`config.mk`:
```
export PLATFORM = sky130hd
export DESIGN_NAME = simple_st0_mem_ctrl
export DESIGN_NICKNAME = d
export VERILOG_FILES = /design/src/rtl/simple_st0_mem_ctrl_pkg.sv /design/src/rtl/simple_st0_mem_ctrl_pipe.sv /design/src/rtl/simple_st0_mem_ctrl.sv
export SDC_FILE = /design/constraint.sdc
export NUM_CORES = 1
export LEC_CHECK = 0
export CORE_ASPECT_RATIO = 1.75
export CORE_UTILIZATION = 23
export CTS_BUF_LIST = sky130_fd_sc_hd__clkbuf_8 sky130_fd_sc_hd__clkbuf_16
export CTS_CLUSTER_SIZE = 10
export DETAILED_ROUTE_END_ITERATION = 16
export GPL_TIMING_DRIVEN = 0
export PLACE_DENSITY_LB_ADDON = 0.2
export SYNTH_ARGS = -nofsm -noshare
export SYNTH_HDL_FRONTEND = slang
export SYNTH_SLANG_ARGS = --single-unit
```
`constraint.sdc`:
```
create_clock -name clk -period 4.3 [get_ports clk]
set_input_delay 0.43 -clock clk [delete_from_list [all_inputs] [get_ports clk]]
set_output_delay 0.43 -clock clk [all_outputs]
set_load 0.02 [all_outputs]
```
`src/rtl/simple_st0_mem_ctrl_pkg.sv`:
```
// Shared types for the st0 tap/bias/data bank sequencer: memory control
// structs, FSM state encoding, host target selects and beat sideband tag.
package simple_st0_mem_ctrl_pkg;

  localparam int ST0_TAP_AW   = 5;
  localparam int ST0_BIAS_AW  = 4;
  localparam int ST0_DATA_AW  = 6;
  localparam int ST0_BEATS_W  = ST0_BIAS_AW + ST0_DATA_AW + 1;

  typedef struct packed {
    logic                  wr_en;
    logic [ST0_TAP_AW-1:0] wr_addr;
    logic                  rd_en;
    logic [ST0_TAP_AW-1:0] rd_addr;
  } tap_int_192_5;

  typedef struct packed {
    logic                   wr_en;
    logic [ST0_BIAS_AW-1:0] wr_addr;
    logic                   rd_en;
    logic [ST0_BIAS_AW-1:0] rd_addr;
  } bias_int_32_4;

  typedef struct packed {
    logic                   wr_en;
    logic [ST0_DATA_AW-1:0] wr_addr;
    logic                   rd_en;
    logic [ST0_DATA_AW-1:0] rd_addr;
  } data_int_32_6;

  typedef enum logic [1:0] {IDLE, BIAS, STREAM, DRAIN} st0_ctrl_state_t;

  localparam logic [1:0] HOST_SEL_DATA = 2'd0;
  localparam logic [1:0] HOST_SEL_TAP  = 2'd1;
  localparam logic [1:0] HOST_SEL_BIAS = 2'd2;
  localparam logic [1:0] HOST_SEL_RSVD = 2'd3;

  // fin marks the final beat of the whole run; it becomes done at the pipe exit
  typedef struct packed {
    logic                   first;
    logic                   last;
    logic                   fin;
    logic [ST0_BIAS_AW-1:0] out;
  } beat_tag_t;

  // A run must fit the tap memory linearly: (outs+1)*words taps words.
  function automatic logic cfg_illegal(input logic [ST0_DATA_AW-1:0] words,
                                       input logic [ST0_BIAS_AW-1:0] outs);
    logic [ST0_BEATS_W-1:0] beats;
    beats = (ST0_BEATS_W'(outs) + ST0_BEATS_W'(1)) * ST0_BEATS_W'(words);
    return (words == '0) || (beats > ST0_BEATS_W'(1 << ST0_TAP_AW));
  endfunction

endpackage

```
`src/rtl/simple_st0_mem_ctrl_pipe.sv`:
```
// Beat sideband delay line: stage 0 lines up with the registered rd_en,
// stage RD_LAT lines up with the returned read data. Flush clears everything.
module simple_st0_mem_ctrl_pipe
  import simple_st0_mem_ctrl_pkg::*;
#(
  parameter int RD_LAT = 1
) (
  input  logic      clk,
  input  logic      reset,
  input  logic      flush,
  input  logic      vld_in,
  input  beat_tag_t tag_in,
  output logic      vld_out,
  output beat_tag_t tag_out
);

  logic      [RD_LAT:0] vld_pipe;
  beat_tag_t [RD_LAT:0] tag_pipe;

  always_ff @(posedge clk or negedge reset) begin
    if (!reset) begin
      vld_pipe <= '0;
      tag_pipe <= '0;
    end else if (flush) begin
      vld_pipe <= '0;
      tag_pipe <= '0;
    end else begin
      vld_pipe[0] <= vld_in;
      tag_pipe[0] <= tag_in;
      for (int i = 1; i <= RD_LAT; i++) begin
        vld_pipe[i] <= vld_pipe[i-1];
        tag_pipe[i] <= tag_pipe[i-1];
      end
    end
  end

  assign vld_out = vld_pipe[RD_LAT];
  assign tag_out = tag_pipe[RD_LAT];

endmodule

```
`src/rtl/simple_st0_mem_ctrl.sv`:
```
// st0 bank sequencer: host writes while idle, then a run sweeps every output
// as one bias read followed by cfg_words paired data/tap reads.
module simple_st0_mem_ctrl
  import simple_st0_mem_ctrl_pkg::*;
#(
  parameter int TAP_AW  = ST0_TAP_AW,
  parameter int BIAS_AW = ST0_BIAS_AW,
  parameter int DATA_AW = ST0_DATA_AW,
  parameter int RD_LAT  = 1
) (
  input  logic               clk,
  input  logic               reset,
  input  logic               start,
  input  logic               abort,
  input  logic [DATA_AW-1:0] cfg_words,
  input  logic [BIAS_AW-1:0] cfg_outs,
  input  logic               host_wr_valid,
  input  logic [1:0]         host_wr_sel,
  input  logic [DATA_AW-1:0] host_wr_addr,
  input  logic [191:0]       host_wr_data,
  output logic               host_wr_ready,
  input  logic               pe_ready,
  output tap_int_192_5       tap_int,
  output logic [191:0]       tap_int_wr_data,
  output bias_int_32_4       bias_int,
  output logic [31:0]        bias_int_wr_data,
  output data_int_32_6       data_int,
  output logic [31:0]        data_int_wr_data,
  output logic               beat_vld,
  output logic               beat_first,
  output logic               beat_last,
  output logic [BIAS_AW-1:0] beat_out,
  output logic               busy,
  output logic               done,
  output logic               cfg_err
);

  localparam int DRAIN_W = (RD_LAT > 1) ? $clog2(RD_LAT) : 1;

  st0_ctrl_state_t    state, state_n;
  logic [DATA_AW-1:0] sh_words, word_idx;
  logic [BIAS_AW-1:0] sh_outs, out_idx;
  logic [TAP_AW-1:0]  tap_ptr;
  logic [DRAIN_W-1:0] drain_cnt;
  logic               accept, host_xfer, issue_bias, issue_stream;
  logic               word_last, out_last, drain_end;
  logic               iss_vld;
  beat_tag_t          iss_tag, exit_tag;

  assign cfg_err       = cfg_illegal(cfg_words, cfg_outs);
  assign busy          = (state != IDLE);
  assign host_wr_ready = (state == IDLE);
  assign host_xfer     = host_wr_valid & host_wr_ready;
  assign accept        = (state == IDLE) & start & ~abort & ~cfg_err;
  assign word_last     = (word_idx == sh_words - DATA_AW'(1));
  assign out_last      = (out_idx == sh_outs);
  assign drain_end     = (drain_cnt == DRAIN_W'(RD_LAT - 1));

  always_comb begin
    state_n      = state;
    issue_bias   = 1'b0;
    issue_stream = 1'b0;
    if (abort) begin
      state_n = IDLE;
    end else begin
      case (state)
        IDLE:    if (accept) state_n = BIAS;
        BIAS:    if (pe_ready) begin
                   issue_bias = 1'b1;
                   state_n    = STREAM;
                 end
        STREAM:  if (pe_ready) begin
                   issue_stream = 1'b1;
                   if (word_last) state_n = out_last ? DRAIN : BIAS;
                 end
        DRAIN:   if (drain_end) state_n = IDLE;
        default: state_n = IDLE;
      endcase
    end
  end

  always_ff @(posedge clk or negedge reset) begin
    if (!reset) begin
      state     <= IDLE;
      sh_words  <= '0;
      sh_outs   <= '0;
      word_idx  <= '0;
      out_idx   <= '0;
      tap_ptr   <= '0;
      drain_cnt <= '0;
    end else begin
      state <= state_n;
      if (accept) begin
        sh_words  <= cfg_words;
        sh_outs   <= cfg_outs;
        word_idx  <= '0;
        out_idx   <= '0;
        tap_ptr   <= '0;
        drain_cnt <= '0;
      end
      // tap_ptr keeps counting across outputs; the bank is laid out linearly
      if (issue_stream) begin
        tap_ptr  <= tap_ptr + TAP_AW'(1);
        word_idx <= word_last ? '0 : word_idx + DATA_AW'(1);
        if (word_last && !out_last) out_idx <= out_idx + BIAS_AW'(1);
      end
      if (state == DRAIN) drain_cnt <= drain_cnt + DRAIN_W'(1);
    end
  end

  always_ff @(posedge clk or negedge reset) begin
    if (!reset) begin
      tap_int          <= '0;
      bias_int         <= '0;
      data_int         <= '0;
      tap_int_wr_data  <= '0;
      bias_int_wr_data <= '0;
      data_int_wr_data <= '0;
    end else begin
      tap_int.rd_en  <= issue_stream;
      data_int.rd_en <= issue_stream;
      bias_int.rd_en <= issue_bias;
      if (issue_stream) begin
        tap_int.rd_addr  <= tap_ptr;
        data_int.rd_addr <= word_idx;
      end
      if (issue_bias) bias_int.rd_addr <= out_idx;

      // host writes only land in IDLE, so they can never collide with reads
      tap_int.wr_en  <= host_xfer && (host_wr_sel == HOST_SEL_TAP);
      bias_int.wr_en <= host_xfer && (host_wr_sel == HOST_SEL_BIAS);
      data_int.wr_en <= host_xfer && (host_wr_sel == HOST_SEL_DATA);
      if (host_xfer && host_wr_sel == HOST_SEL_TAP) begin
        tap_int.wr_addr <= host_wr_addr[TAP_AW-1:0];
        tap_int_wr_data <= host_wr_data;
      end
      if (host_xfer && host_wr_sel == HOST_SEL_BIAS) begin
        bias_int.wr_addr <= host_wr_addr[BIAS_AW-1:0];
        bias_int_wr_data <= host_wr_data[31:0];
      end
      if (host_xfer && host_wr_sel == HOST_SEL_DATA) begin
        data_int.wr_addr <= host_wr_addr;
        data_int_wr_data <= host_wr_data[31:0];
      end
    end
  end

  always_comb begin
    iss_vld = issue_bias | issue_stream;
    iss_tag = '0;
    if (issue_stream) begin
      iss_tag.first = (word_idx == '0);
      iss_tag.last  = word_last;
      iss_tag.fin   = word_last & out_last;
    end
    if (iss_vld) iss_tag.out = out_idx;
  end

  simple_st0_mem_ctrl_pipe #(.RD_LAT(RD_LAT)) u_pipe (
    .clk     (clk),
    .reset   (reset),
    .flush   (abort),
    .vld_in  (iss_vld),
    .tag_in  (iss_tag),
    .vld_out (beat_vld),
    .tag_out (exit_tag)
  );

  assign beat_first = exit_tag.first;
  assign beat_last  = exit_tag.last;
  assign beat_out   = exit_tag.out;
  assign done       = beat_vld & exit_tag.fin;

endmodule
```
==> metrics.md, run 1 <==
| Metric | Value |
|---|---|
| Status | `finished, violations left` |
| Failing checks | `negative setup slack` |
| Cell Rows | `between 100 and 150` |
| Setup violators final | `1` |
| Drt via density | `4.19` |
| Main area contributors after synthesis | `dfrtp_1 (61%), mux2_2 (23%), ha_1 (2.3%)` |
| Post-Layout Inst Area | `0.0217 mm^2` |
| Max Fclk | `around 0.22 GHz` |
| Endpoint class of the critical path | `primary output` |
| Max-Cap Viols | `0` |
| Synth Area in Adders | `about 4%` |
| Non-Filler Instances | `2342` |
| Synthesized instance count | `roughly 960` |
| Post-route setup slack | `-180 ps` |
| Cts bufs inserted | `41` |
| Simple-gate share of the synthesized area | `under 10%` |
| Max Transition Viols Final | `0` |
| Fin crit share | `104%` |
| Clock Tree Buf Depth | `3` |
| Critical path class | `input pin to primary output` |
| Synth top cells by count | `dfrtp_1 (335), mux2_2 (281), nand2_1 (62)` |
| Synth async-reset ratio | `between 90% and 100%` |
| Top-count cell post-synth | `dfrtp_1` |
| Total die area | `0.0612 mm^2` |
| Routed len/inst | `20.1 um` |
| Reg area | `roughly 0.0084 mm^2` |
| Placed cell area | `roughly 0.02 mm^2` |
| Initial antenna violation count | `3` |
| Post-synth net total | `about 1200` |
| Antenna viol nets, final | `0` |
| Later-pin clock latency in the skew report | `between 500 and 600 ps` |
| Area share of the largest cell type after synthesis | `approximately three fifths` |
| Via Count | `about 9800` |
| CP required | `about 3900 ps` |
| Initial Util | `about a quarter` |
| Dpl cells | `between 2000 and 2500` |
| Drt drc | `0` |
| Main combinational cell family by area after synthesis | `multiplexers` |
| Worst-Margin Slew | `approximately 1200 ps` |
| Global-route wire length before repair | `69900 um` |
| Avg Inst Size Synth | `between 10 and 15 um^2` |
| Xor/xnor share of the synthesized area | `under 10%` |
| #FFs+latches synth | `about 340` |
| Final Critical Period | `4480 ps` |
| Final setup TNS | `-180 ps` |
| Mapped cell area | `between 0.01 and 0.015 mm^2` |
| Total GRT Usage | `between 10% and 20%` |
| Peak supply drop | `0.330 mV` |
| Vias in the first global route | `roughly 11000` |
| Sequential element share of the synthesized area | `60.6%` |
| TritonCTS clock tree | `done` |
| CP arrival | `4050 ps` |
| Main synth FF type | `dfrtp_1` |
| Iteration-0 DRC count of the detailed router | `slightly above 300` |
| Total power | `~12 mW` |
| Mux cell area share after synthesis | `a little under a quarter` |
| Top Ports | `around 520` |
| Core footprint | `roughly 0.059 mm^2` |
| First-pass detailed-route iteration total | `4` |
| # clock sinks | `approximately 340` |
| Filler cells | `5823` |
| Relative slew slack | `between 20% and 30%` |
| Synth area leader | `dfrtp_1` |
| CP startpoint kind | `input pin` |
| Fin util | `between 30% and 40%` |
| RSZ-0062 raised after global routing | `true` |
| Final-report hold violation count | `0` |
| DIE WIDTH | `187 um` |
| Clock root buffer | `clkbuf_16` |
| Nets@finish | `about 1800` |
| Share of layout cells above drive strength 1 | `about a quarter` |
| Compound-gate portion of the synthesized area | `between 2 and 2.5%` |
| Gr ovfl total | `0` |
| Critical path fanouts, max | `6` |
| Final WL | `47200 um` |
| Gpl congestion | `0.788` |
| Skew final | `between 15 and 20 ps` |
| Worst-path clk slew | `~50 ps` |
| Ys Warns | `0` |
| Worst hold path class | `input pin to register` |
| CTS HTree Levels | `2` |
| Area grow syn2layout | `56.8%` |
| EDFF count, synth | `0` |
| Post-synth cell types | `54` |
| Leak Pwr | `9.07 nW` |
| Number of I/O port buffers | `518` |
| Pwr/cell area | `about 570 mW/mm^2` |
| Multi-input logic area | `roughly 0.0053 mm^2` |
| Largest net degree at the start of global routing | `115` |
| Die Y | `between 300 and 400 um` |
| Final HPWL DP | `roughly 36000 um` |
==> logic make-up after synthesis <==
family	after synthesis
adder cells (fa/ha/maj)	37
AO/OA/AOI/OAI	50
flip-flops	335
multiplexers	285
XOR/XNOR	21
AND/OR/NAND/NOR	161
buffers and inverters	73
==> cells in the final DEF, fill, tap and decap left out, drive strengths merged, types with 2 or more instances in the layout <==
master / instances
nand2: 62
nor2: 16
clkbuf: 63
dfrtp: 335
dlygate4sd2: 4
ha: 25
buf: 53
nor3b: 3
and2: 14
clkdlybuf4s50: 507
nor4: 4
o21ai: 17
xnor2: 11
xor2: 9
o2111ai: 3
nand4: 4
o22ai: 2
and3: 3
fa: 12
nor2b: 27
clkinv: 3
a211o: 3
a311o: 2
a21o: 3
inv: 35
a31oi: 4
nand2b: 6
nand3: 9
a2111oi: 2
a21oi: 7
nor3: 6
mux2: 284
diode: 3
==> area by class of cell <==
class,instances,area share [%]
antenna,3,0.0346
timing repair buffer,541,25.2
inverter,27,0.467
multi-input combinational,554,24.6
tap,780,4.50
buffer,46,1.15
clock buffer,43,4.86
clock inverter,13,0.496
sequential,335,38.7
==> registers in the layout, summed over array words and instances, names as in the netlist <==
name and flops:
bias_int 10, bias_int_wr_data 32, data_int 14, data_int_wr_data 32, drain_cnt 1, out_idx 4
sh_outs 4, sh_words 6, state 2, tap_int 11, tap_int_wr_data 192, tap_ptr 5
u_pipe.tag_out 7, u_pipe.tag_pipe 7, u_pipe.vld_pipe 2, word_idx 6
==> critical path: stages <==
cell and delay, ps:
buf_12 110, ha_4 170, xor2_4 260, nand2_2 90, fa_1 530, fa_1 440
fa_1 530, inv_2 50, ha_4 250, nor2b_4 130, o2111ai_4 220, a21oi_2 70
a311o_1 370, nor2_1 110, nand4bb_1 130, buf_6 150
==> repair_timing <==
action,CTS,global route
hold buffers,1,0
pin swaps,13,17
cloned,1,1
buffers inserted,8,10
endpoints found under the hold margin,5,0
setup endpoints to repair,28,19
resized for setup,48,32
==> worst paths after layout <==
path | endpoint | slack [ps] | start | cells after the start
min reg2reg | u_pipe.tag_out[3] | 460 | u_pipe.tag_pipe[3] | 1
min in group asynchronous | data_int_wr_data[16] | 570 | reset | 2
max in group asynchronous | tap_int[11] | 2550 | reset | 3
min | sh_outs[1] | 150 | cfg_outs[1] | 2
max reg2reg | tap_int_wr_data[5] | 680 | state[1] | 8
max | cfg_err | -180 | cfg_outs[0] | 16
==> through the flow <==
| step | setup WS, ps | hold WS, ps |
|---|---|---|
| after CTS | -216 | 119 |
| after detailed placement | -1810 | 452 |
| after global routing | -363 | 129 |
| after floorplan | -192 | 134 |
| final | -180 | 152 |
| after global placement | -12640 | 448 |
==> report_power, final <==
part	internal [mW]	leakage, nW	switching [mW]
combinational	2.44	4.40	2.25
sequential	3.99	4.08	0.457
clock	1.80	0.593	1.34
==> per-layer routing <==
| layer | vias to the layer above | track usage, % | wire [um] |
|---|---|---|---|
| li1 | 4498 | - | - |
| met1 | 4854 | 15.0 | 15800 |
| met2 | 390 | 29.8 | 26400 |
| met3 | 70 | 3.90 | 3250 |
| met4 | 0 | 6.06 | 1700 |
| met5 | - | 0 | 0 |
Note: power is estimated with default switching activity, not from simulation.
==> run 2, diff against run 1 <==
--- a/config.mk
+++ b/config.mk
@@ -11,6 +11,7 @@
 export CTS_CLUSTER_SIZE = 10
 export DETAILED_ROUTE_END_ITERATION = 16
 export GPL_TIMING_DRIVEN = 0
+export HOLD_SLACK_MARGIN = 0.05
 export PLACE_DENSITY_LB_ADDON = 0.2
 export SYNTH_ARGS = -nofsm -noshare
 export SYNTH_HDL_FRONTEND = slang
==> results of run 2 <==
No change in the layout: final DEF, timing and power equal those of run 1.
==> run 3, diff against run 2 <==
--- a/config.mk
+++ b/config.mk
@@ -5,6 +5,7 @@
 export SDC_FILE = /design/constraint.sdc
 export NUM_CORES = 1
 export LEC_CHECK = 0
+export ABC_AREA = 1
 export CORE_ASPECT_RATIO = 1.75
 export CORE_UTILIZATION = 23
 export CTS_BUF_LIST = sky130_fd_sc_hd__clkbuf_8 sky130_fd_sc_hd__clkbuf_16
==> run 3 against run 2 <==
The flow now finishes without violations. Combinational power is 65% higher. Die area is 1.1% higher. Setup slack better by 240 ps. Sequential share of layout area is 0.19 points higher. Maximum frequency is 5.7% higher. Wire length is 23% higher. First-iteration DRC count is 80% higher. Via count is 26% higher. Non-clock buffer count is 11 higher. Total power is 33% higher. Synthesized cell count is 62% higher.
==> metrics.md, run 3 <==
| Metric | Value |
|---|---|
| #FFs+latches synth | `335` |
| Clock root buffer | `clkbuf_16` |
| Initial antenna violation count | `3` |
| EDFF count, synth | `0` |
| Peak supply drop | `roughly 0.41 mV` |
| DP Worst Slack | `-1570 ps` |
| Critical path fanouts, max | `6` |
| Top Ports | `519` |
| Vias in the first global route | `roughly 13000` |
| Ys Warns | `0` |
| Nets@finish | `about 2400` |
| Leak Pwr | `10.4 nW` |
| First-pass detailed-route iteration total | `5` |
| Top-count cell post-synth | `nand2_1` |
| Core footprint | `between 0.06 and 0.07 mm^2` |
| Share of layout cells above drive strength 1 | `under 10%` |
| Worst-path clk slew | `around 50 ps` |
| Biggest register | `tap_int_wr_data` |
| Main area contributors after synthesis | `dfrtp_1 (60%), nand2_1 (19%), o21ai_0 (3.4%)` |
| Gr ovfl total | `0` |
| Relative slew slack | `between 30% and 40%` |
| Placed cell area | `just over 0.02 mm^2` |
| Clock Tree Buf Depth | `3` |
| Main synth FF type | `dfrtp_1` |
| Avg Inst Size Synth | `around 9 um^2` |
| Total GRT Usage | `a little under a fifth` |
| Area grow syn2layout | `54.2%` |
| Cell Rows | `~120` |
| Max Fclk | `around 0.24 GHz` |
| Total power | `~16 mW` |
| CTS HTree Levels | `2` |
| RSZ-0062 raised after global routing | `true` |
| Routed len/inst | `~20 um` |
| Critical path class | `input pin to primary output` |
| Final WL | `around 58000 um` |
| Status | `completed` |
| Worst hold path class | `input pin to register` |
| Post-Layout Inst Area | `roughly 0.022 mm^2` |
| Synth async-reset ratio | `100%` |
| Iteration-0 DRC count of the detailed router | `557` |
| Setup violators final | `0` |
| Die Y | `~330 um` |
| CP arrival | `3810 ps` |
| Largest regs | `tap_int_wr_data: 192 flops, bias_int_wr_data: 32 flops, data_int_wr_data: 32 flops` |
| DIE WIDTH | `between 150 and 200 um` |
| Final HPWL DP | `45700 um` |
| Non-Filler Instances | `between 2000 and 3000` |
| Mapped cell area | `about 0.014 mm^2` |
| Global-route wire length before repair | `about 85000 um` |
| Post-synth cell types | `36` |
| Later-pin clock latency in the skew report | `approximately 540 ps` |
| Skew final | `about 11 ps` |
| Post-synth net total | `around 1800` |
| Dpl cells | `between 2000 and 3000` |
| Total die area | `approximately 0.062 mm^2` |
| CP startpoint kind | `input pin` |
| Antenna viol nets, final | `0` |
| TritonCTS clock tree | `done` |
| Final-report hold violation count | `0` |
| Synth area leader | `dfrtp_1` |
| Cts bufs inserted | `40` |
| Drt drc | `0` |
| Pwr/cell area | `756 mW/mm^2` |
| Max Transition Viols Final | `0` |
| Drt via density | `between 4 and 5` |
| # clock sinks | `between 300 and 400` |
| Gpl congestion | `~0.86` |
| Fin crit share | `a little over nine tenths` |
| Commonest non-fill, non-tap cell in the layout | `nand2_1` |
| CP required | `~3900 ps` |
| Final Critical Period | `~4200 ps` |
| Max-Cap Viols | `0` |
| Synth top cells by count | `nand2_1 (702), dfrtp_1 (335), inv_1 (124)` |
| Via Count | `12400` |
| Largest net degree at the start of global routing | `roughly 120` |
| Synthesized instance count | `1557` |
| Initial Util | `23.3%` |
| Worst-Margin Slew | `935 ps` |
| Number of I/O port buffers | `between 500 and 600` |
| Commonest cells after routing, fill and taps aside | `nand2_1 (691), clkdlybuf4s50_1 (508), dfrtp_1 (335)` |
| Sequential element share of the synthesized area | `around three fifths` |
| Max reg flops | `between 150 and 200` |
| Post-route setup slack | `60.6 ps` |
| Endpoint class of the critical path | `primary output` |
| Area share of the largest cell type after synthesis | `around three fifths` |
| Internal reg-to-reg setup slack | `between 1500 and 2000 ps` |
==> run 3: cell types whose count changed in the layout (fill, tap and decap cells not counted), moves of 8 or more <==
cell,previous run,this run
nor2_1,15,38
buf_2,20,28
mux2_2,279,0
nor2b_1,26,0
nand2_1,60,691
and2_1,13,0
inv_1,30,119
inv_2,2,20
nand2_2,2,11
o21ai_0,9,94
o21ai_1,8,48
nand3_1,8,26
==> run 3: critical path: stages <==
cell and delay [ps]:
buf_8 120, ha_4 180, xor2_4 190, inv_2 80
nor2_2 40, fa_1 490, fa_1 510, inv_2 40
fa_1 570, inv_2 50, ha_4 230, nand2_2 60
nand2_2 60, inv_2 70, nand2_4 70, nand2_4 60
nand2_1 40, nand2_1 70, nand2_2 80, nor2_4 110
nand3_2 90, buf_6 140
==> run 3: what timing repair did <==
item	4_1_cts	5_1_grt
buffers inserted	7	3
pin swaps	8	19
endpoints found under the setup margin	29	1
hold buffers	1	0
endpoints found under the hold margin	103	0
resized for setup	53	26
==> run 3: layout make-up <==
| cell class | instances | area [um^2] |
|---|---|---|
| clock buffer | 42 | 1040 |
| antenna | 1 | 2.50 |
| multi-input combinational | 1018 | 4910 |
| sequential | 335 | 8380 |
| buffer | 68 | 360 |
| fill | 6219 | 38600 |
| clock inverter | 8 | 68.8 |
| inverter | 136 | 510 |
| tap | 786 | 983 |
| timing repair buffer | 530 | 5320 |
==> run 3: power by group <==
group	total [mW]	switching [mW]	internal [mW]
Clock	3.08	1.32	1.77
Combinational	7.75	4.33	3.42
Sequential	5.50	0.880	4.62
Total	16.3	6.53	9.80
==> run 3: final timing paths <==
path | start | to | cells past startpoint
min in group asynchronous | reset | tap_int_wr_data[167] | 2
hold / removal | cfg_outs[1] | sh_outs[1] | 3
max in group asynchronous | reset | bias_int_wr_data[14] | 4
setup / recovery | cfg_outs[0] | cfg_err | 22
setup reg to reg | state[0] | tap_int_wr_data[117] | 8
hold reg to reg | u_pipe.tag_pipe[0] | u_pipe.tag_out[0] | 2
==> run 3: metrics by stage <==
stage                      TNS, ps  utilization [%]  hold WS (ps)
after global routing         -71.1             35.9           125
after floorplan                  0                -           134
after CTS                        0             35.7          97.5
after detailed placement    -35140             33.6           449
after global placement    -4241140             33.5           453
final                            0             35.9           117
==> run 3: logic make-up after synthesis <==
| kind of cell | after synthesis | share of synthesized area (%) |
|---|---|---|
| AOI/OAI and AO/OA | 160 | 5.96 |
| xor gates and xnor gates | 15 | 1.09 |
| adders and majority gates | 37 | 3.95 |
| buffers and inverters | 204 | 6.22 |
| DFF | 335 | 59.9 |
| and+or+nand+nor | 806 | 22.9 |
==> run 3: routing by layer <==
| metal | vias to the layer above | global-route usage [%] | share of wire (%) |
|---|---|---|---|
| met5 | - | 0 | 0.041 |
| li1 | 5917 | - | - |
| met4 | 4 | 6.29 | 3.2 |
| met1 | 5917 | 19.3 | 36 |
| met2 | 476 | 33.5 | 51 |
| met3 | 83 | 7.73 | 10 |
